$ cat config.mk
export PLATFORM = sky130hd
export DESIGN_NAME = lr35902_bg_fetch
export DESIGN_NICKNAME = d
export VERILOG_FILES = /design/src/rtl/lr35902_ppu_pkg.sv /design/src/rtl/lr35902_bg_adr.sv /design/src/rtl/lr35902_bg_fetch.sv
export SDC_FILE = /design/constraint.sdc
export NUM_CORES = 1
export LEC_CHECK = 0
export ABC_AREA = 0
export BUFFER_PORTS_ARGS = -buffer_cell sky130_fd_sc_hd__buf_4
export CORE_MARGIN = 2
export CORE_UTILIZATION = 30
export DETAILED_ROUTE_END_ITERATION = 8
export PLACE_DENSITY = 0.52
export SETUP_SLACK_MARGIN = 0.4
export SYNTH_ARGS = -nofsm -noshare
export SYNTH_HDL_FRONTEND = slang
export SYNTH_SLANG_ARGS = --single-unit
$ cat constraint.sdc
create_clock -name clk -period 1.75 [get_ports clk]
set_input_delay 0.0875 -clock clk [delete_from_list [all_inputs] [get_ports clk]]
set_output_delay 0.0875 -clock clk [all_outputs]
set_load 0.05 [all_outputs]
$ cat src/rtl/lr35902_ppu_pkg.sv
`default_nettype none
// ============================================================================
// Module      : lr35902_ppu_pkg
// Description : Shared PPU types and VRAM offset constants for the
//               background tile fetcher and its address generator.
// Revision    : 1.0 - initial release
// ============================================================================
package lr35902_ppu_pkg;

    // Width of a PPU-side VRAM offset (8 KiB window)
    localparam int VADR_W = 13;

    // Tile-map bases and the signed-mode tile-data base
    localparam logic [VADR_W-1:0] MAP0_BASE        = 13'h1800;
    localparam logic [VADR_W-1:0] MAP1_BASE        = 13'h1C00;
    localparam logic [VADR_W-1:0] DATA_SIGNED_BASE = 13'h1000;

    // Fetcher states: one request/data pair per VRAM byte, then the push
    typedef enum logic [2:0] {
        S_IDLE    = 3'd0,
        S_MAP_REQ = 3'd1,
        S_MAP_DAT = 3'd2,
        S_LO_REQ  = 3'd3,
        S_LO_DAT  = 3'd4,
        S_HI_REQ  = 3'd5,
        S_HI_DAT  = 3'd6,
        S_PUSH    = 3'd7
    } fetch_state_t;

endpackage : lr35902_ppu_pkg
`default_nettype wire

$ cat src/rtl/lr35902_bg_adr.sv
`default_nettype none
// ============================================================================
// Module      : lr35902_bg_adr
// Description : Combinational VRAM address generator for the background
//               fetcher: tile-map address from (col, y) and tile-data
//               address from (idx, row, plane).
// Revision    : 1.0 - initial release
// ============================================================================
module lr35902_bg_adr
    import lr35902_ppu_pkg::*;
(
    input  logic [4:0]        i_col,
    input  logic [7:0]        i_y,
    input  logic [7:0]        i_idx,
    input  logic              i_map_sel,
    input  logic              i_data_sel,
    input  logic              i_hi,
    output logic [VADR_W-1:0] o_map_adr,
    output logic [VADR_W-1:0] o_data_adr
);

    logic [VADR_W-1:0] w_map_base;
    logic              w_signed_hi;

    // Map base select; the two bases differ only in bit 10
    assign w_map_base = i_map_sel ? MAP1_BASE : MAP0_BASE;

    // In signed mode, indices 0x00-0x7F live above the 0x1000 base while
    // 0x80-0xFF fold back into the 0x0800 block shared with unsigned mode
    assign w_signed_hi = ~i_data_sel & ~i_idx[7];

    // Address assembly: map row = y/8 (32 tiles per row), data row = y%8
    always_comb begin
        o_map_adr  = w_map_base | {3'b000, i_y[7:3], i_col};
        o_data_adr = ({VADR_W{w_signed_hi}} & DATA_SIGNED_BASE)
                   | {1'b0, i_idx, i_y[2:0], i_hi};
    end

endmodule : lr35902_bg_adr
`default_nettype wire

$ cat src/rtl/lr35902_bg_fetch.sv
`default_nettype none
// ============================================================================
// Module      : lr35902_bg_fetch
// Description : PPU background tile fetcher. Walks one scanline's tiles,
//               reading map byte, low and high tile-data bytes per tile
//               from VRAM, and hands each row pair to the pixel FIFO over
//               a valid/ready handshake. Owns the VRAM port while active.
// Revision    : 1.0 - initial release
// ============================================================================
module lr35902_bg_fetch
    import lr35902_ppu_pkg::*;
#(
    parameter int TILES_PER_LINE = 21
) (
    input  logic              clk,
    input  logic              nreset,
    input  logic              start,
    input  logic              abort,
    input  logic [7:0]        scx,
    input  logic [7:0]        scy,
    input  logic [7:0]        ly,
    input  logic              map_sel,
    input  logic              data_sel,
    output logic [VADR_W-1:0] vadr,
    output logic              vread,
    input  logic [7:0]        vdata,
    output logic              ppu_active,
    output logic              pix_valid,
    input  logic              pix_ready,
    output logic [7:0]        pix_lo,
    output logic [7:0]        pix_hi,
    output logic              done
);

    localparam int C_N_W = $clog2(TILES_PER_LINE + 1);
    localparam logic [C_N_W-1:0] C_N_LAST = C_N_W'(TILES_PER_LINE - 1);

    fetch_state_t      r_state;
    logic [C_N_W-1:0]  r_n;
    logic [7:0]        r_y;
    logic [4:0]        r_col;
    logic [7:0]        r_idx;
    logic [VADR_W-1:0] r_vadr;
    logic              r_vread;
    logic              r_active;
    logic              r_pix_valid;
    logic [7:0]        r_pix_lo;
    logic [7:0]        r_pix_hi;
    logic              r_done;

    logic [7:0]        w_y_start;
    logic [4:0]        w_col_start;
    logic [7:0]        w_adr_y;
    logic [4:0]        w_adr_col;
    logic [7:0]        w_adr_idx;
    logic              w_adr_hi;
    logic              w_xfer;
    logic [VADR_W-1:0] w_map_adr;
    logic [VADR_W-1:0] w_data_adr;

    assign w_y_start   = scy + ly;
    assign w_col_start = scx[7:3];
    assign w_xfer      = r_pix_valid & pix_ready;

    // Address-generator operands: on start use the live inputs so the
    // first map request goes out with freshly latched values; otherwise
    // the next map read is for the following column. The tile index comes
    // straight from vdata while it is being captured, else from the latch.
    always_comb begin
        w_adr_y   = start ? w_y_start   : r_y;
        w_adr_col = start ? w_col_start : (r_col + 5'd1);
        w_adr_idx = (r_state == S_MAP_DAT) ? vdata : r_idx;
        w_adr_hi  = (r_state == S_LO_DAT);
    end

    lr35902_bg_adr u_adr (
        .i_col      (w_adr_col),
        .i_y        (w_adr_y),
        .i_idx      (w_adr_idx),
        .i_map_sel  (map_sel),
        .i_data_sel (data_sel),
        .i_hi       (w_adr_hi),
        .o_map_adr  (w_map_adr),
        .o_data_adr (w_data_adr)
    );

    // Fetch sequencer with registered VRAM strobe, FIFO handshake and done
    always_ff @(posedge clk or negedge nreset) begin
        if (!nreset) begin
            r_state     <= S_IDLE;
            r_n         <= '0;
            r_y         <= '0;
            r_col       <= '0;
            r_idx       <= '0;
            r_vadr      <= '0;
            r_vread     <= 1'b0;
            r_active    <= 1'b0;
            r_pix_valid <= 1'b0;
            r_pix_lo    <= '0;
            r_pix_hi    <= '0;
            r_done      <= 1'b0;
        end else begin
            r_done <= 1'b0;
            if (abort) begin
                // Abort wins over start and drops everything at once
                r_state     <= S_IDLE;
                r_vread     <= 1'b0;
                r_active    <= 1'b0;
                r_pix_valid <= 1'b0;
            end else if (start) begin
                // Start (or restart mid-line) from tile 0 with new scroll/line
                r_state     <= S_MAP_REQ;
                r_n         <= '0;
                r_y         <= w_y_start;
                r_col       <= w_col_start;
                r_vadr      <= w_map_adr;
                r_vread     <= 1'b1;
                r_active    <= 1'b1;
                r_pix_valid <= 1'b0;
            end else begin
                case (r_state)
                    S_IDLE: begin
                        r_vread <= 1'b0;
                    end
                    S_MAP_REQ: begin
                        r_vread <= 1'b0;
                        r_state <= S_MAP_DAT;
                    end
                    S_MAP_DAT: begin
                        r_idx   <= vdata;
                        r_vadr  <= w_data_adr;
                        r_vread <= 1'b1;
                        r_state <= S_LO_REQ;
                    end
                    S_LO_REQ: begin
                        r_vread <= 1'b0;
                        r_state <= S_LO_DAT;
                    end
                    S_LO_DAT: begin
                        r_pix_lo <= vdata;
                        r_vadr   <= w_data_adr;
                        r_vread  <= 1'b1;
                        r_state  <= S_HI_REQ;
                    end
                    S_HI_REQ: begin
                        r_vread <= 1'b0;
                        r_state <= S_HI_DAT;
                    end
                    S_HI_DAT: begin
                        r_pix_hi    <= vdata;
                        r_pix_valid <= 1'b1;
                        r_state     <= S_PUSH;
                    end
                    S_PUSH: begin
                        // Stall here with no VRAM traffic until the FIFO takes it
                        if (w_xfer) begin
                            r_pix_valid <= 1'b0;
                            if (r_n == C_N_LAST) begin
                                r_state  <= S_IDLE;
                                r_active <= 1'b0;
                                r_done   <= 1'b1;
                            end else begin
                                r_n     <= r_n + 1'b1;
                                r_col   <= r_col + 5'd1;
                                r_vadr  <= w_map_adr;
                                r_vread <= 1'b1;
                                r_state <= S_MAP_REQ;
                            end
                        end
                    end
                    default: begin
                        r_state     <= S_IDLE;
                        r_vread     <= 1'b0;
                        r_active    <= 1'b0;
                        r_pix_valid <= 1'b0;
                    end
                endcase
            end
        end
    end

    assign vadr       = r_vadr;
    assign vread      = r_vread;
    assign ppu_active = r_active;
    assign pix_valid  = r_pix_valid;
    assign pix_lo     = r_pix_lo;
    assign pix_hi     = r_pix_hi;
    assign done       = r_done;

endmodule : lr35902_bg_fetch
`default_nettype wire

==> flow_metrics.env, run 1 <==
export IMPL_setup_tns_ns=-0.7559
export IMPL_switching_power_w=0.001519
export IMPL_fin_ws_ns=-0.09993
export IMPL_power_density_nw_per_um2=894.1
export IMPL_drive_gt1_share_pct=45.55
export IMPL_dieArea_sq_um=11850
export IMPL_clock_latency_ns=0.34
export IMPL_portBuffers=68
export IMPL_finalHoldViolCount=0
export IMPL_synth_warning_count=0
export IMPL_ios=72
export IMPL_antenna_found_initial=0
export IMPL_wirelength_mm=9.288
export IMPL_start_util_pct=30.57
export IMPL_path_max_fanout=4
export IMPL_min_period_ns=1.850
export IMPL_cts_num_sinks=62
export IMPL_diodes=0
export IMPL_synth_yosys_seq_area_share_pct=47.02
export IMPL_internal_power_w=0.003077
export IMPL_synth_cell_types=54
export IMPL_wl_per_cell_microns=15.18
export IMPL_netlist_area_leader_share_pct=47.02
export IMPL_grt_pass1_vias=2960
export IMPL_clockRootBuffer="clkbuf_8"
export IMPL_yosysMostFrequentCell="dfrtp_1"
export IMPL_synth_area_leader_cell="dfrtp_1"
export IMPL_maxCapViolations=0
export IMPL_async_flop_share_pct=100.0
export IMPL_synth_edf_count=0
export IMPL_avgViaCountPerCell=4.917
export IMPL_numCtsBuffers=9
export IMPL_syn_area_sq_um=3299
export IMPL_fillerInstances=994
export IMPL_netlist_instances=341
export IMPL_leakage_nw=2.395
export IMPL_final_area_sq_um=5141
export IMPL_critPathMaxStageDelay_ns=0.40
export IMPL_core_area_sq_um=10790
export IMPL_hp_class="input port to register"
export IMPL_worstHoldPathCells=3
export IMPL_final_setup_skew_ns=0.01104
export IMPL_num_vias=3009
export IMPL_grt_pass1_wl_mm=15.35
export IMPL_first_pass_iters=4
export IMPL_ant_nets=0
export IMPL_drtIter0Drc=114
export IMPL_htree_levels=3
export IMPL_min_to="r_col[2]"
export IMPL_cts_tree="done"
export IMPL_seqPwrFrac_pct=38.9
export IMPL_regToRegSetupSlack_ns=-0.1
export IMPL_p_sw_share_pct=33.05
export IMPL_worstPathArrival_ns=2.07
export IMPL_pwr_share_comb_pct=29.3
export IMPL_grt_use_total_pct=16.89
export IMPL_ff2ff_path_depth=7
export IMPL_clkPwrFrac_pct=31.8
export IMPL_hold_path_startpoint="scx[5]"
export IMPL_fmax_mhz=540.6
export IMPL_dpl_instance_area_sq_um=4332
export IMPL_drv_slew=0
export IMPL_ys_top_cells_by_count="dfrtp_1, nand2_1, o21ai_0"
export IMPL_path_class="register to register"
export IMPL_crit_chain="inv_2 -> ha_4 -> and4b_2 -> nor3_4 -> o41ai_4 -> buf_4 -> mux2_4"
export IMPL_std_cell_rows=38
export IMPL_postLayoutCoreUtil_pct=47.64
export IMPL_p_total_w=0.004597
export IMPL_ys_ff_latch=62
export IMPL_cts_buffer_depth=2
export IMPL_end_kind="register"
export IMPL_reg2reg_to="vadr[0]"
export IMPL_syn_area_per_cell_sq_um=9.676
export IMPL_layout_nets=517
export IMPL_gp_congestion=0.7969
export IMPL_die_w_microns=108.9
export IMPL_finalCritPeriodShare_pct=105.7
export IMPL_dp_hpwl_mm=6.662
export IMPL_ir_drop_v=0.0004353
export IMPL_synth_nets=391
export IMPL_outcome="finished, violations left"
export IMPL_setup_viol=13
export IMPL_required_ns=1.97
export IMPL_cp_start_kind="register"
export IMPL_grt_max_degree=37
export IMPL_ys_top_cells_by_area="dfrtp_1, mux2_2, nand2_1"
export IMPL_rsz0062_at_grt="true"
export IMPL_die_height_microns=108.9
export IMPL_r2r_start="r_n[0]"
export IMPL_worst_pin_slew_ns=0.5144
export IMPL_clk_pin_slew_ns=0.08
export IMPL_drc=0
export IMPL_ys_flop_type="dfrtp_1"
export IMPL_globalRouteOverflowTotal=0
export IMPL_area_growth_pct=55.82
export IMPL_relSlewSlack_pct=65.58
export IMPL_pre_cts_ws_ns=-0.1005
export IMPL_violations="negative setup slack"
export IMPL_cp_slowest_cell="dfrtp_1"
-- cells by family (layout without fill, tap and decap cells) --
family,count (synthesis),count (layout),synth area share [%]
compound gates,89,89,17.03
xor+xnor,9,9,2.389
fa+ha+maj,12,12,4.702
buf+inv,32,163,4.361
flops,62,62,47.02
mux,26,26,8.646
simple gates,111,111,15.85
-- worst max-delay path, delay by kind of cell, from the launching register on --
kind / cells / cell delay, ns
buffers and inverters: 2 / 0.28
AND/OR/NAND/NOR: 2 / 0.33
adder cells (fa/ha/maj): 1 / 0.12
AO/OA/AOI/OAI: 1 / 0.30
flip-flops: 1 / 0.40
multiplexers: 1 / 0.29
-- worst max-delay path by stage --
| stage | from | endpoint | slack, ns | depth (start not counted) |
|---|---|---|---|---|
| 2_1_floorplan | r_n[0] | r_col[3] | 0.001 | 6 |
| 3_3_place_gp | r_n[1] | vadr[9] | -0.08 | 8 |
| 3_5_place_dp | r_n[1] | vadr[9] | -0.10 | 8 |
| 4_1_cts | r_n[0] | vadr[0] | -0.08 | 7 |
| 6_report | r_n[0] | vadr[0] | -0.1 | 7 |
| 5_1_grt | r_n[0] | vadr[9] | -0.18 | 8 |
-- per-layer routing --
metal	up-vias	track usage, %	share of wire (%)
met3	10	3.108	4.0
met1	1467	23.26	47
met4	0	6.777	1.8
met5	-	0	0
li1	1468	-	-
met2	64	26.18	47
-- timing repair --
item                                    in CTS  in global routing
cloned                                       0                  0
endpoints found under the hold margin       51                  0
endpoints found under the setup margin      51                 54
pin swaps                                   18                 14
hold buffers                                10                  0
gates resized for setup                     56                 25
buffers inserted                            11                 11
-- registers in the layout (all words and copies together) (netlist names) --
name	count
done	1
pix_hi	8
pix_lo	8
pix_valid	1
ppu_active	1
r_col	5
r_idx	8
r_n	5
r_state	3
r_y	8
vadr	13
vread	1
-- power groups by stage --
stage	sequential (W)	clock (W)	combinational (W)
after global routing	0.00181	0.00157	0.00147
final	0.00179	0.00146	0.00135
after global placement	0.00179	0	0.00116
after CTS	0.00178	0.00150	0.00130
after detailed placement	0.00179	0	0.00118
after floorplan	0.00205	0	0.000491
-- cell usage in the layout (no fill, tap or decap), drive strengths merged, types with 2 or more instances in the layout --
master and instances:
a211oi 6, a21o 5, a21oi 18, a221oi 2, a31oi 5, and2 2
buf 125, bufinv 2, clkbuf 10, clkinv 2, dfrtp 62, dlygate4sd3 10
ha 10, inv 13, mux2 20, mux2i 6, nand2 43, nand2b 5
nand3 7, nor2 29, nor2b 4, nor3 10, nor4 2, o21a 2
o21ai 31, o221ai 2, o22ai 5, or3b 2, xnor2 6, xor2 3
-- area by class of cell --
type                            count  area (sq um)  share of cell area [%]
Timing Repair Buffer              135          1164                   22.63
Tap cell                          140         175.2                   3.407
Clock inverter                      6         93.84                   1.825
Clock buffer                       10         137.6                   2.677
Inverter                           12         45.04                  0.8761
Sequential cell                    62          1553                   30.20
Multi-Input combinational cell    247          1973                   38.38
-- per-stage QoR --
step                      cells  hold WS, ns
after detailed placement    564      0.08934
after global routing        612      0.04442
after CTS                   601      0.01343
after global placement      564      0.08474
after floorplan             341      -0.2081
final                       612      0.02954
Note: power is estimated with default switching activity, not from simulation.
==> run 2: changes to the inputs <==
PLACE_DENSITY = 0.55   (was 0.52)
==> run 2 against run 1 <==
The run still ends with negative setup slack left. Non-clock buffer count down 15. First-iteration DRC count down 27%. Global-route usage down 1.1 points. Combinational power down 4%. Clock power down 3%. Final area down 3.7%. Setup slack better by 0.030 ns. Sequential share of layout area up 1.2 points. Sequential power about the same. Clock skew down 0.0033 ns. Critical path depth up 1. Final cell count down 2.5%. Critical path type unchanged. Critical endpoint is now vadr[9]. Largest cell class unchanged. Largest power group unchanged.
==> flow_metrics.env, run 2 (synthesis results as in run 1) <==
export IMPL_outcome="finished, violations left"
export IMPL_violations="negative setup slack"
export IMPL_cts_tree="done"
export IMPL_grt_max_degree=35
export IMPL_ant_nets=0
export IMPL_whs_ns=0.01360
export IMPL_first_pass_iters=4
export IMPL_dp_hpwl_mm=6.457
export IMPL_num_vias=2945
export IMPL_hp_class="input port to register"
export IMPL_globalRouteOverflowTotal=0
export IMPL_drtIter0Drc=83
export IMPL_fillerInstances=1016
export IMPL_dieArea_sq_um=11850
export IMPL_die_height_microns=108.9
export IMPL_final_area_sq_um=4952
export IMPL_grt_pass1_vias=2917
export IMPL_largest_reg_flops=13
export IMPL_relSlewSlack_pct=59.84
export IMPL_grt_busiest_layer="met2"
export IMPL_use_met1_pct=21.58
export IMPL_met2_usage_pct=24.93
export IMPL_drive_gt1_share_pct=44.20
export IMPL_ir_drop_v=0.0003603
export IMPL_final_common_cell="buf_4"
export IMPL_worstHoldPathCells=2
export IMPL_path_class="register to register"
export IMPL_worstPathArrival_ns=2.02
export IMPL_seq_area_sq_um=1553
export IMPL_wl_per_cell_microns=14.87
export IMPL_start_util_pct=30.57
export IMPL_grt_use_total_pct=15.76
export IMPL_core_area_sq_um=10790
export IMPL_wirelength_mm=8.878
export IMPL_multi_input_area_sq_um=1969
export IMPL_cts_buffer_depth=2
export IMPL_reg2reg_to="vadr[9]"
export IMPL_htree_levels=3
export IMPL_rsz0062_at_grt="true"
export IMPL_clockRootBuffer="clkbuf_8"
export IMPL_worst_pin_slew_ns=0.6002
export IMPL_min_to="pix_lo[2]"
export IMPL_leakage_nw=2.309
export IMPL_std_cell_rows=38
export IMPL_final_setup_skew_ns=0.007751
export IMPL_portBuffers=68
export IMPL_finalCritPeriodShare_pct=104.0
export IMPL_hold_path_startpoint="vdata[2]"
export IMPL_layout_nets=503
export IMPL_min_period_ns=1.820
export IMPL_diodes=0
export IMPL_area_growth_pct=50.09
export IMPL_drc=0
export IMPL_finalHoldViolCount=0
export IMPL_r2r_start="r_n[0]"
export IMPL_required_ns=1.95
export IMPL_ios=72
export IMPL_dpl_instance_area_sq_um=4332
export IMPL_regToRegSetupSlack_ns=-0.07
export IMPL_grt_pass1_wl_mm=14.44
export IMPL_avgViaCountPerCell=4.933
export IMPL_fmax_mhz=549.4
export IMPL_ff2ff_path_depth=8
export IMPL_numCtsBuffers=9
export IMPL_grt_util_met3_pct=2.331
export IMPL_fin_ws_ns=-0.07005
export IMPL_drv_slew=0
export IMPL_cts_num_sinks=62
export IMPL_clk_pin_slew_ns=0.07
export IMPL_maxCapViolations=0
export IMPL_antenna_found_initial=0
export IMPL_gp_congestion=0.8083
export IMPL_setup_viol=15
export IMPL_power_density_nw_per_um2=913.3
export IMPL_end_kind="register"
export IMPL_path_max_fanout=8
export IMPL_layout_common_cells="buf_4, dfrtp_1, nand2_1, nor2_1"
export IMPL_die_w_microns=108.9
export IMPL_cp_start_kind="register"
export IMPL_clock_latency_ns=0.34
-- run 2: cell type report --
class                      count  area share (%)
clock buffer                  11           3.057
clock inverter                 4           1.415
inverter                      12          0.9096
multi-input combinational    248           39.77
sequential                    62           31.35
tap                          140           3.537
timing repair buffer         120           19.96
-- run 2: worst max-delay path by stage --
stage          startpoint        to  slack (ns)
3_5_place_dp       r_n[0]  vadr[10]       -0.07
4_1_cts            r_n[0]   vadr[9]       -0.06
3_3_place_gp       r_n[1]   vadr[4]       -0.06
5_1_grt            r_n[0]   vadr[9]       -0.16
2_1_floorplan      r_n[0]  r_col[3]       0.001
6_report           r_n[0]   vadr[9]       -0.07
-- run 2: worst max-delay path: stages, from the launching register on --
cell and delay (ns):
dfrtp_1 0.39, inv_2 0.07, ha_2 0.15, and4b_2 0.30, nor3_4 0.05, o41ai_4 0.32, buf_4 0.22, nor2b_4 0.14
a221oi_2 0.04
-- run 2: per-stage QoR --
step / power, W / util (%) / std cells / worst slack, ns / TNS (ns)
floorplan: 0.002537 / - / 341 / 0.001485 / 0
global placement: 0.002956 / 40.13 / 564 / -0.06149 / -0.3124
detailed placement: 0.002979 / 40.13 / 564 / -0.07278 / -0.5202
CTS: 0.004515 / 44.76 / 594 / -0.06034 / -0.4236
global route: 0.004749 / 45.88 / 597 / -0.1629 / -2.340
finish: 0.004523 / 45.88 / 597 / -0.07005 / -0.4690
-- run 2: power by group --
group / switching (W) / internal, W
logic: 0.000735 / 0.000567
clock network: 0.000557 / 0.000867
registers: 0.000169 / 0.00163
-- run 2: what timing repair did --
action,4_1_cts,5_1_grt
hold buffers,5,0
hold endpoints to repair,41,0
pin swaps,11,10
resized for setup,38,27
setup buffers,9,3
cloned,1,0
endpoints found under the setup margin,51,53
-- run 2: layer usage --
metal,share of wire (%),routed length (microns)
met5,0,0
met1,48,4219
met2,47,4199
met3,3.2,287
met4,1.9,172
==> run 3: changes to the inputs <==
CTS_CLUSTER_DIAMETER = 30   (was not set)
PLACE_DENSITY = not set   (was 0.55)
PLACE_DENSITY_LB_ADDON = 0.25   (was not set)
==> run 3 against run 2 <==
The flow still finishes with violations (negative setup slack). Largest cell class unchanged. Critical endpoint is now vadr[12]. Count of clock-buffer cells in the layout is 1 lower. Highest routed layer unchanged. Register-to-register slack is essentially flat. Wire length fell by 2.6%. Hold slack worse by 0.0029 ns. Largest power group unchanged. Final area rose by 0.96%. Final cell count rose by 1.2%. First-iteration DRC count grew 27%. Utilization is 0.44 points higher. Sequential share of layout area down 0.30 points.
==> flow_metrics.env, run 3 (synthesis results as in run 1) <==
export IMPL_power_density_nw_per_um2=850.5
export IMPL_ir_drop_v=0.0003804
export IMPL_clkPwrFrac_pct=27.4
export IMPL_min_period_ns=1.823
export IMPL_setup_viol=9
export IMPL_fmax_mhz=548.4
export IMPL_clk_pin_slew_ns=0.07
export IMPL_area_growth_pct=51.54
export IMPL_layout_nets=509
export IMPL_multi_input_area_sq_um=1951
export IMPL_relSlewSlack_pct=64.38
export IMPL_first_pass_iters=5
export IMPL_cts_num_sinks=62
export IMPL_violations="negative setup slack"
export IMPL_internal_power_w=0.002752
export IMPL_path_max_fanout=4
export IMPL_std_cell_rows=38
export IMPL_numCtsBuffers=9
export IMPL_num_vias=2935
export IMPL_leakage_nw=2.313
export IMPL_rsz0062_at_grt="true"
export IMPL_clock_latency_ns=0.34
export IMPL_fillerInstances=998
export IMPL_grt_max_degree=39
export IMPL_die_height_microns=108.9
export IMPL_antenna_found_initial=0
export IMPL_crit_chain="or3b_4 -> a31oi_4 -> o41ai_4 -> buf_4 -> buf_6 -> buf_4 -> a21o_1"
export IMPL_hold_path_startpoint="scx[4]"
export IMPL_end_kind="register"
export IMPL_cp_start_kind="register"
export IMPL_ios=72
export IMPL_htree_levels=3
export IMPL_globalRouteOverflowTotal=0
export IMPL_clockRootBuffer="clkbuf_8"
export IMPL_required_ns=1.99
export IMPL_finalCritPeriodShare_pct=104.2
export IMPL_seqPwrFrac_pct=42.2
export IMPL_path_delay_family="simple AND/OR/NAND/NOR gates"
export IMPL_final_common_cell="buf_4"
export IMPL_pwr_share_comb_pct=30.4
export IMPL_ant_nets=0
export IMPL_p_sw_share_pct=35.28
export IMPL_path_class="register to register"
export IMPL_wl_per_cell_microns=14.32
export IMPL_cp_common_cell="buf_4"
export IMPL_dieArea_sq_um=11850
export IMPL_grt_pass1_vias=2864
export IMPL_r2r_start="r_state[2]"
export IMPL_seq_area_sq_um=1553
export IMPL_drive_gt1_share_pct=44.18
export IMPL_worst_pin_slew_ns=0.5344
export IMPL_worstPathArrival_ns=2.06
export IMPL_maxCapViolations=0
export IMPL_die_w_microns=108.9
export IMPL_largest_reg_flops=13
export IMPL_grt_use_total_pct=15.72
export IMPL_critPathMaxStageDelay_ns=0.45
export IMPL_placed_cells=565
export IMPL_fin_cells=604
export IMPL_final_setup_skew_ns=0.009890
export IMPL_avgViaCountPerCell=4.859
export IMPL_drtIter0Drc=105
export IMPL_whs_ns=0.01072
export IMPL_switching_power_w=0.001500
export IMPL_dp_hpwl_mm=6.397
export IMPL_hp_class="input port to register"
export IMPL_cp_num_buf_inv=3
export IMPL_drv_slew=0
export IMPL_gp_congestion=0.8090
export IMPL_diodes=0
export IMPL_portBuffers=68
export IMPL_setup_worst_path_start="r_state[2]"
export IMPL_outcome="finished, violations left"
export IMPL_cts_buffer_depth=2
export IMPL_wirelength_mm=8.647
export IMPL_grt_pass1_wl_mm=14.53
export IMPL_start_util_pct=30.57
export IMPL_core_area_sq_um=10790
export IMPL_cp_slowest_cell="or3b_4"
export IMPL_drc=0
export IMPL_fin_ws_ns=-0.07340
export IMPL_cts_tree="done"
export IMPL_layout_common_cells="buf_4, dfrtp_1, nand2_1, nor2_1, mux2_4"
export IMPL_finalHoldViolCount=0
-- run 3: cell types whose count changed in the layout (fill, tap and decap cells not counted), sizes merged --
| cell | change |
|---|---|
| nand2 | -1 |
| buf | +4 |
| bufinv | -2 |
| clkinvlp | +4 |
| clkbuf | -1 |
| dlygate4sd3 | +3 |
-- run 3: metal layers --
layer / up-vias / wire (microns) / global-route usage [%]
met5: - / 0 / 0
met3: 7 / 435 / 3.048
li1: 1450 / - / -
met2: 64 / 4143 / 24.58
met4: 0 / 91 / 5.220
met1: 1414 / 3977 / 21.83
-- run 3: final timing paths --
path	endpoint	cells after the start	slack (ns)
worst max-delay path	vadr[12]	7	-0.07
worst min-delay path	r_col[1]	3	0.01
worst max register to register	vadr[12]	7	-0.07
worst min register to register	vadr[10]	1	0.48
max in group asynchronous	vadr[0]	3	0.97
min in group asynchronous	r_idx[3]	2	0.27
-- run 3: layout make-up --
type / instances / share of cell area, %
clock inverters: 6 / 0.9510
multi-input cells: 247 / 39.01
repair buffers: 127 / 21.82
clock buffers: 10 / 2.753
well taps: 140 / 3.504
inverters: 12 / 0.9009
flip-flops and latches: 62 / 31.06
-- run 3: timing repair --
item                                   in CTS  in global routing
buffers inserted                            7                  7
gates cloned                                1                  0
pin swaps                                  12                  8
gates resized for setup                    51                 25
endpoints found under the hold margin      48                  0
hold buffers                                8                  0
setup endpoints to repair                  51                 52
-- run 3: power by group through the flow --
| stage | registers, W | logic (W) | clock network (W) |
|---|---|---|---|
| after floorplan | 0.00205 | 0.000491 | 0 |
| after global routing | 0.00182 | 0.00141 | 0.00127 |
| after CTS | 0.00179 | 0.00128 | 0.00121 |
| final | 0.00179 | 0.00129 | 0.00117 |
| after detailed placement | 0.00180 | 0.00117 | 0 |
| after global placement | 0.00180 | 0.00116 | 0 |
-- run 3: stage by stage --
step | setup slack [ns] | setup TNS [ns] | utilization, % | area [sq um] | power, W
after floorplan | 0.001485 | 0 | - | 3463 | 0.002537
after global placement | -0.05321 | -0.2367 | 40.32 | 4352 | 0.002955
after detailed placement | -0.07149 | -0.4844 | 40.32 | 4352 | 0.002974
after CTS | -0.06336 | -0.5525 | 45.11 | 4868 | 0.004279
after global routing | -0.1755 | -2.419 | 46.33 | 5000 | 0.004502
final | -0.07340 | -0.3848 | 46.33 | 5000 | 0.004252
-- run 3: tightest hold or removal path, cell delays in order --
cell and delay, ns:
buf_4 0.11, nand2_1 0.06, a31oi_1 0.06
